===== src/rtl/y86_pkg.sv =====
// Shared Y86-64 fetch-queue definitions: instruction codes, status codes,
// fetch FSM states and the queue entry layout.
package y86_pkg;

    localparam logic [3:0] IHALT   = 4'h0;
    localparam logic [3:0] INOP    = 4'h1;
    localparam logic [3:0] IRRMOVQ = 4'h2;
    localparam logic [3:0] IIRMOVQ = 4'h3;
    localparam logic [3:0] IRMMOVQ = 4'h4;
    localparam logic [3:0] IMRMOVQ = 4'h5;
    localparam logic [3:0] IOPQ    = 4'h6;
    localparam logic [3:0] IJXX    = 4'h7;
    localparam logic [3:0] ICALL   = 4'h8;
    localparam logic [3:0] IRET    = 4'h9;
    localparam logic [3:0] IPUSHQ  = 4'hA;
    localparam logic [3:0] IPOPQ   = 4'hB;

    localparam logic [3:0] RNONE = 4'hF;

    localparam logic [2:0] STAT_AOK = 3'd1;
    localparam logic [2:0] STAT_HLT = 3'd2;
    localparam logic [2:0] STAT_ADR = 3'd3;
    localparam logic [2:0] STAT_INS = 3'd4;

    typedef enum logic [1:0] {
        FS_FETCH    = 2'd0,
        FS_WAIT_RET = 2'd1,
        FS_STOPPED  = 2'd2
    } fetch_state_t;

    typedef struct packed {
        logic [63:0] pc;
        logic [3:0]  icode;
        logic [3:0]  ifun;
        logic [3:0]  rA;
        logic [3:0]  rB;
        logic [63:0] valC;
        logic [63:0] valP;
        logic [2:0]  stat;
    } fq_entry_t;

    // Encoded length of a legal instruction; unknown codes count as one byte.
    function automatic logic [3:0] instr_length(input logic [3:0] icode);
        case (icode)
            IRRMOVQ, IOPQ, IPUSHQ, IPOPQ: return 4'd2;
            IJXX, ICALL:                  return 4'd9;
            IIRMOVQ, IRMMOVQ, IMRMOVQ:    return 4'd10;
            default:                      return 4'd1;
        endcase
    endfunction

endpackage


===== src/rtl/y86_predecode.sv =====
// Combinational predecode of one instruction: fields, status, length and
// predicted next PC (taken for jXX/call, fall-through otherwise).
module y86_predecode
    import y86_pkg::*;
#(
    parameter int unsigned MEM_BYTES = 1024
) (
    input  logic [63:0] pc,
    input  logic [79:0] bytes,
    output fq_entry_t   entry,
    output logic [3:0]  length,
    output logic [63:0] pred_pc
);

    logic [3:0]  icode;
    logic [3:0]  ifun;
    logic        fun_ok;
    logic        in_range;
    logic        ins;
    logic        adr;
    logic [64:0] end_addr;

    assign icode = bytes[7:4];
    assign ifun  = bytes[3:0];

    // Function-code legality for each instruction class.
    always_comb begin
        fun_ok = 1'b0;
        case (icode)
            IRRMOVQ, IJXX: fun_ok = (ifun <= 4'd6);
            IOPQ:          fun_ok = (ifun <= 4'd3);
            IHALT, INOP, IIRMOVQ, IRMMOVQ, IMRMOVQ,
            ICALL, IRET, IPUSHQ, IPOPQ:
                           fun_ok = (ifun == 4'd0);
            default:       fun_ok = 1'b0;
        endcase
    end

    // Byte 0 only means anything when the PC itself is inside memory.
    assign in_range = {1'b0, pc} < 65'(MEM_BYTES);
    assign ins      = in_range && !fun_ok;
    assign length   = ins ? 4'd1 : instr_length(icode);
    // 65-bit sum so a PC near 2^64 cannot wrap past the memory bound.
    assign end_addr = {1'b0, pc} + {61'd0, length};
    assign adr      = !in_range || (end_addr > 65'(MEM_BYTES));

    // Assemble the queue entry from the raw bytes.
    always_comb begin
        entry       = '0;
        entry.pc    = pc;
        entry.icode = icode;
        entry.ifun  = ifun;
        entry.rA    = RNONE;
        entry.rB    = RNONE;
        entry.valC  = 64'd0;
        if (length == 4'd2 || length == 4'd10) begin
            entry.rA = bytes[15:12];
            entry.rB = bytes[11:8];
        end
        if (length == 4'd9) begin
            entry.valC = bytes[71:8];
        end else if (length == 4'd10) begin
            entry.valC = bytes[79:16];
        end
        entry.valP = pc + {60'd0, length};
        if (adr) begin
            entry.stat = STAT_ADR;
        end else if (ins) begin
            entry.stat = STAT_INS;
        end else if (icode == IHALT) begin
            entry.stat = STAT_HLT;
        end else begin
            entry.stat = STAT_AOK;
        end
    end

    assign pred_pc = (!ins && (icode == IJXX || icode == ICALL)) ? entry.valC : entry.valP;

endmodule


===== src/rtl/y86_fetch_queue.sv =====
// Decoupled Y86-64 fetch stage: predecodes one instruction per cycle,
// predicts the next PC and buffers entries in a BUF_DEPTH-deep FIFO.
//
// state       | meaning
// ------------+------------------------------------------------------
// FS_FETCH    | fetching, one push per cycle while the queue has room
// FS_WAIT_RET | ret fetched, target unknown; idle until redirect
// FS_STOPPED  | halt or fault fetched; idle until redirect
module y86_fetch_queue
    import y86_pkg::*;
#(
    parameter int unsigned MEM_BYTES = 1024,
    parameter int unsigned BUF_DEPTH = 4,
    parameter logic [63:0] RESET_PC  = 64'd0
) (
    input  logic                         clk,
    input  logic                         rst,
    output logic [63:0]                  imem_addr,
    input  logic [79:0]                  imem_bytes,
    input  logic                         redirect_valid,
    input  logic [63:0]                  redirect_pc,
    output logic                         out_valid,
    input  logic                         out_ready,
    output logic [3:0]                   out_icode,
    output logic [3:0]                   out_ifun,
    output logic [3:0]                   out_rA,
    output logic [3:0]                   out_rB,
    output logic [63:0]                  out_valC,
    output logic [63:0]                  out_valP,
    output logic [63:0]                  out_pc,
    output logic [2:0]                   out_stat,
    output logic [$clog2(BUF_DEPTH):0]   count,
    output logic [63:0]                  fetch_pc
);

    localparam int PW = $clog2(BUF_DEPTH);
    localparam int CW = PW + 1;

    fetch_state_t  state_q, state_d;
    logic [63:0]   pc_q, pc_d;
    fq_entry_t     buf_q [BUF_DEPTH];
    logic [PW-1:0] wr_ptr_q, rd_ptr_q;
    logic [CW-1:0] count_q;
    logic          push, pop, flush;

    fq_entry_t     pd_entry;
    logic [3:0]    pd_len_unused;
    logic [63:0]   pd_pred_pc;
    fq_entry_t     head;

    y86_predecode #(
        .MEM_BYTES(MEM_BYTES)
    ) u_predecode (
        .pc     (pc_q),
        .bytes  (imem_bytes),
        .entry  (pd_entry),
        .length (pd_len_unused),
        .pred_pc(pd_pred_pc)
    );

    // FSM and PC state registers.
    always_ff @(posedge clk) begin
        if (rst) begin
            state_q <= FS_FETCH;
            pc_q    <= RESET_PC;
        end else begin
            state_q <= state_d;
            pc_q    <= pc_d;
        end
    end

    // Next state, next PC and queue push/pop/flush decisions.
    always_comb begin
        state_d = state_q;
        pc_d    = pc_q;
        push    = 1'b0;
        pop     = 1'b0;
        flush   = 1'b0;
        if (redirect_valid) begin
            flush   = 1'b1;
            state_d = FS_FETCH;
            pc_d    = redirect_pc;
        end else begin
            pop = (count_q != '0) && out_ready;
            case (state_q)
                FS_FETCH: begin
                    if (count_q < CW'(BUF_DEPTH)) begin
                        push = 1'b1;
                        if (pd_entry.stat != STAT_AOK) begin
                            state_d = FS_STOPPED;
                        end else if (pd_entry.icode == IRET) begin
                            state_d = FS_WAIT_RET;
                        end else begin
                            pc_d = pd_pred_pc;
                        end
                    end
                end
                default: ;
            endcase
        end
    end

    // Queue pointers and occupancy.
    always_ff @(posedge clk) begin
        if (rst || flush) begin
            wr_ptr_q <= '0;
            rd_ptr_q <= '0;
            count_q  <= '0;
        end else begin
            if (push) begin
                wr_ptr_q <= wr_ptr_q + PW'(1);
            end
            if (pop) begin
                rd_ptr_q <= rd_ptr_q + PW'(1);
            end
            case ({push, pop})
                2'b10:   count_q <= count_q + CW'(1);
                2'b01:   count_q <= count_q - CW'(1);
                default: count_q <= count_q;
            endcase
        end
    end

    // Entry storage; data needs no reset because count gates visibility.
    always_ff @(posedge clk) begin
        if (push) begin
            buf_q[wr_ptr_q] <= pd_entry;
        end
    end

    // Head view: an empty queue presents zero fields with AOK status.
    always_comb begin
        head      = '0;
        head.stat = STAT_AOK;
        if (count_q != '0) begin
            head = buf_q[rd_ptr_q];
        end
    end

    assign out_valid = (count_q != '0);
    assign out_icode = head.icode;
    assign out_ifun  = head.ifun;
    assign out_rA    = head.rA;
    assign out_rB    = head.rB;
    assign out_valC  = head.valC;
    assign out_valP  = head.valP;
    assign out_pc    = head.pc;
    assign out_stat  = head.stat;
    assign count     = count_q;
    assign fetch_pc  = pc_q;
    assign imem_addr = pc_q;

endmodule


===== config.mk =====
export PLATFORM = sky130hd
export DESIGN_NAME = y86_fetch_queue
export DESIGN_NICKNAME = d
export VERILOG_FILES = /design/src/rtl/y86_pkg.sv /design/src/rtl/y86_predecode.sv /design/src/rtl/y86_fetch_queue.sv
export SDC_FILE = /design/constraint.sdc
export NUM_CORES = 1
export LEC_CHECK = 0
export CELL_PAD_IN_SITES_DETAIL_PLACEMENT = 1
export CELL_PAD_IN_SITES_GLOBAL_PLACEMENT = 2
export CORE_MARGIN = 2
export CORE_UTILIZATION = 34
export DETAILED_ROUTE_END_ITERATION = 16
export GPL_ROUTABILITY_DRIVEN = 0
export PLACE_DENSITY = 0.74
export SYNTH_ARGS = -nofsm -noshare
export SYNTH_HDL_FRONTEND = slang
export SYNTH_HIERARCHICAL = 1
export SYNTH_SLANG_ARGS = --single-unit

===== constraint.sdc =====
create_clock -name clk -period 12.77 [get_ports clk]
set_input_delay 3.1925 -clock clk [delete_from_list [all_inputs] [get_ports clk]]
set_output_delay 3.1925 -clock clk [all_outputs]
set_load 0.03 [all_outputs]

After elaboration in Yosys (flattened, before gate mapping)
Memory sizes are Yosys's and may differ from the RTL's. A register that Yosys moved wholly into a read port is not among the register bits.
Cells that the tools add are included.
{"block": "word_totals", "ff_bits": 73, "ramBits": 844, "mem_bits_ro": 48, "in_bits": 148, "output_inout_bits": 343, "elab_cells": 87, "memories": 2}
{"name": "buf_q", "depth": 4, "word_bits": 211, "read_ports": 1, "rd_clocked_by_memory_dff": 1, "write_ports": 1, "line": "y86_fetch_queue.sv:41", "source": "fq_entry_t buf_q [BUF_DEPTH];"}
{"name": "(name not given)", "depth": 16, "word_bits": 3, "read_ports": 1, "rd_clocked_by_memory_dff": 0, "write_ports": 0, "line": "y86_pkg.sv:44", "source": "case (icode)"}
{"block": "op_classes", "addsub": 6, "magnitude_cmp": 5, "eq_ne": 19, "muxes": 27, "reduce_logical": 23}
{"operator": "$mux 64", "count": 8}
{"operator": "$mux 211", "count": 1}
{"operator": "$add 64x4->65", "count": 1}
{"operator": "$gt 65x11->1 const B", "count": 1}
{"operator": "$add 64x4->64", "count": 1}
{"operator": "$lt 64x11->1 const B", "count": 1}
{"operator": "$eq 4x4->1 const B", "count": 6}
{"operator": "$eq 4x3->1 const B", "count": 4}
{"operator": "$eq 4x2->1 const B", "count": 3}
{"operator": "$mux 2", "count": 5}
{"operator": "$reduce_or 9->1", "count": 1}
{"operator": "$logic_not 4->1", "count": 2}
{"operator": "$mux 8", "count": 1}
{"operator": "$reduce_bool 2->1", "count": 4}
{"operator": "$mux 1", "count": 7}
{"operator": "$mux 3", "count": 2}
{"operator": "$pmux 3 s2", "count": 1}
{"operator": "$add 2x1->2 const B", "count": 2}
{"operator": "$eq 4x1->1 const B", "count": 1}
{"operator": "$le 4x2->1 const B", "count": 1}
{"operator": "$le 4x3->1 const B", "count": 1}
{"operator": "$logic_or 1x1->1", "count": 4}
{"operator": "$mux 4", "count": 1}
{"operator": "$ne 2x2->1 const B", "count": 2}
{"operator": "14 further kinds", "count": 19}

Depth between registers and ports, before layout
{"block": "logic_depth", "depth_word": 15, "depth_mapped": 21}

Cells and area by module
The synthesis kept the hierarchy.
{"mod": "y86_fetch_queue", "instances": 1, "cells_per_inst": 1757, "area_each_um2": 36510.0, "seq_area_each_um2": 26845.7}
{"mod": "y86_predecode", "instances": 1, "cells_per_inst": 513, "area_each_um2": 3861.2, "seq_area_each_um2": 0.0}

Worst setup path after synthesis
No wires, ideal clock.
{"block": "synth_path", "kind": "input port to flip-flop", "start": "input port redirect_valid", "end": "memory buf_q[0][0] (netlist bit) (enable)", "setup_time_ps": 598, "t_arrival_ps": 8736, "t_required_ps": 12172, "path_slack_ps": 3437, "cell_stages": 4, "n_path_buf": 2, "path_cell_list": "buf_2 -> buf_2 -> nor4_1 -> and2_1"}
{"block": "synth_between", "elab_chain_len": 3}
{"item": "start, declared", "line": "y86_fetch_queue.sv:20", "source": "input logic redirect_valid,"}
{"item": "$mux 1", "line": "y86_fetch_queue.sv:79", "source": "if (redirect_valid) begin"}
{"item": "$mux 1", "line": "y86_fetch_queue.sv:126", "source": "if (push) begin"}
{"item": "$mux 1 (not written as such)", "line": "y86_fetch_queue.sv:127", "source": "buf_q[wr_ptr_q] <= pd_entry;"}
{"item": "end, declared", "line": "y86_fetch_queue.sv:41"}
Every way passes these cells.

==> results.yml <==
clock_tree:
  cts_resized: 0
  hold_buffers: 0
  clk_latency_ps: 680
  root_buffer: "clkbuf_16"
  cts.sinks: 919
  htree_levels: 3
  tritoncts: "yes"
  path_clk_slew_ps: 60
  clockBufferDepth: 3
  cts_made_buffers: 98
  post_cts_buffers: 0
pwr:
  power.leakage_nw: 15.82
  fin_total_pwr_w: 0.006969
  ir_drop_mv: 0.08553
  p_per_area_mw_per_mm2: 143.1
floorplan:
  num_io_pins: 491
  core-area_sq_mm: 0.1179
  die_x_microns: 348.5
  die_y_microns: 348.5
  num_rows: 126
  die-area_sq_mm: 0.1215
  start_util_pct: 34.23
synthesis:
  yosysWarningCount: 6
  synth_nets: 2426
  avgSynthCellArea_sq_um: 17.80
  syn_inst: 2268
  synth_area_sq_mm: 0.04036
critical_path:
  worstSetupPathType: "in -> reg"
  arrival_ps: 10560
  r2r_cells: 16
  critPathCaptureType: "flip-flop"
  cp.required_ps: 13340
  worstSetupStartpoint: "imem_bytes[7]"
  worst_setup_path_start_kind: "input pin"
  reg2reg_from: "fetch_pc[60]"
  crit_path_max_fanout: 33
final_layout:
  layout-drive-gt1-share_pct: 18.58
  multi_input_area_sq_mm: 0.01141
  final_area_sq_mm: 0.04870
  area_growth_pct: 20.65
  nNetsFinal: 2801
  n_fill_cell: 11500
  regArea_sq_mm: 0.02685
  final_cells: 4267
detailed_routing:
  wl_per_cell_microns: 29.10
  via_per_inst: 5.328
  dr_total_vias: 22740
  drt_iter0_markers: 1866
  drc: 0
  ant_nets: 0
  routed_wirelength_mm: 124.2
  first_pass_iters: 5
grt:
  grt_use_total_pct: 20.15
  grt_pass1_vias: 24110
  grt_max_degree: 99
  grt_pass1_wl_mm: 176.9
  grt-ovfl-total: 0
  antenna_found_initial: 18
place:
  post_dp_cell_area_sq_mm: 0.04560
  port_buffers: 490
  pre_cts_ws_ps: 2204
  place_inst: 4079
  post-dp-hpwl_mm: 81.16
timing:
  fmax_mhz: 100.1
  relSlewSlack_pct: 19.81
  min_period_over_period_pct: 78.22
  worst_slack_ps: 2782
  min_period_ps: 9988
  rsz0062_at_grt: "no"
  worstMarginPinSlew_ps: 1194
  slew_violations: 0
  clock_skew_ps: 31.48
  timing.final.hold_violations: 0
  finalSetupViolCount: 0
  setup-tns-final_ps: 0
outcome:
  status: "finished clean"
worst_hold_path:
  min_path_type: "reg -> reg"
  hp-start: "rd_ptr_q[1]"
  whs_path_depth: 2
flow_run:
  drv_cap: 0
## layer usage
layer	vias to the layer above	GRT usage [%]	wire length, microns
li1	9612	-	-
met1	12160	25.94	51120
met2	752	33.70	61560
met3	191	4.295	7638
met4	22	6.914	3718
met5	-	0	142
## worst paths after layout
check	endpoint	slack, ps
max reg2reg	fetch_pc[26]	4320
min	rd_ptr_q[1]	530
min reg2reg	rd_ptr_q[1]	530
max	fetch_pc[26]	2780
## power breakdown
part           switching (W)  total [W]  internal (W)  leakage [nW]
registers          0.0000669    0.00348       0.00341          8.50
logic               0.000449   0.000746      0.000296          5.83
clock network        0.00117    0.00275       0.00157          1.50
total                0.00169    0.00697       0.00528          15.8
## final cells by class
class | instances | area share (%)
clock inverters | 43 | 0.6192
well taps | 1536 | 3.947
clock buffers | 138 | 5.704
flip-flops and latches | 919 | 55.15
repair buffers | 548 | 10.99
inverters | 15 | 0.1259
multi-input cells | 1061 | 23.43
diodes | 7 | 0.03597
## metrics by stage
step / util, % / hold WS, ps
final: 41.29 / 531.8
after global routing: 41.29 / 568.7
after CTS: 41.28 / 538.5
after detailed placement: 38.67 / 518.6
after global placement: 38.67 / 501.2
after floorplan: - / 484.7
## worst max-delay path, cell delays in order
cell             delay, ps
clkdlybuf4s50_1        670
nor2b_1                370
a21oi_1                140
o21ai_1                250
a21boi_2               240
nor2_1                 400
inv_1                  110
ha_1                   250
fa_1                   440
a31oi_4                380
xnor2_1                220
or4_1                  440
or3_1                  330
o41ai_2                550
o211ai_1               340
nor3b_1                590
nand3_4                670
buf_4                  570
a221oi_2               320
## sequential cells by signal, summed over array words and instances, names as in the netlist, named ones only
signal	cells
wr_ptr_q	2
rd_ptr_q	2
count	3
state_q	2
fetch_pc	64
buf_q	844
## placed cells by master (no fill, tap or decap), types with 33 or more instances in the layout
cell,instances
dfxtp_1,73
xnor2_1,33
a221oi_2,61
xor2_1,34
buf_4,58
clkdlybuf4s50_1,488
mux2_1,56
edfxtp_1,844
and2_1,214
mux4_2,211
clkbuf_16,102
mux2i_1,67
a22o_1,64
nor2_1,104
No activity file was read; power rests on OpenSTA's default activity.
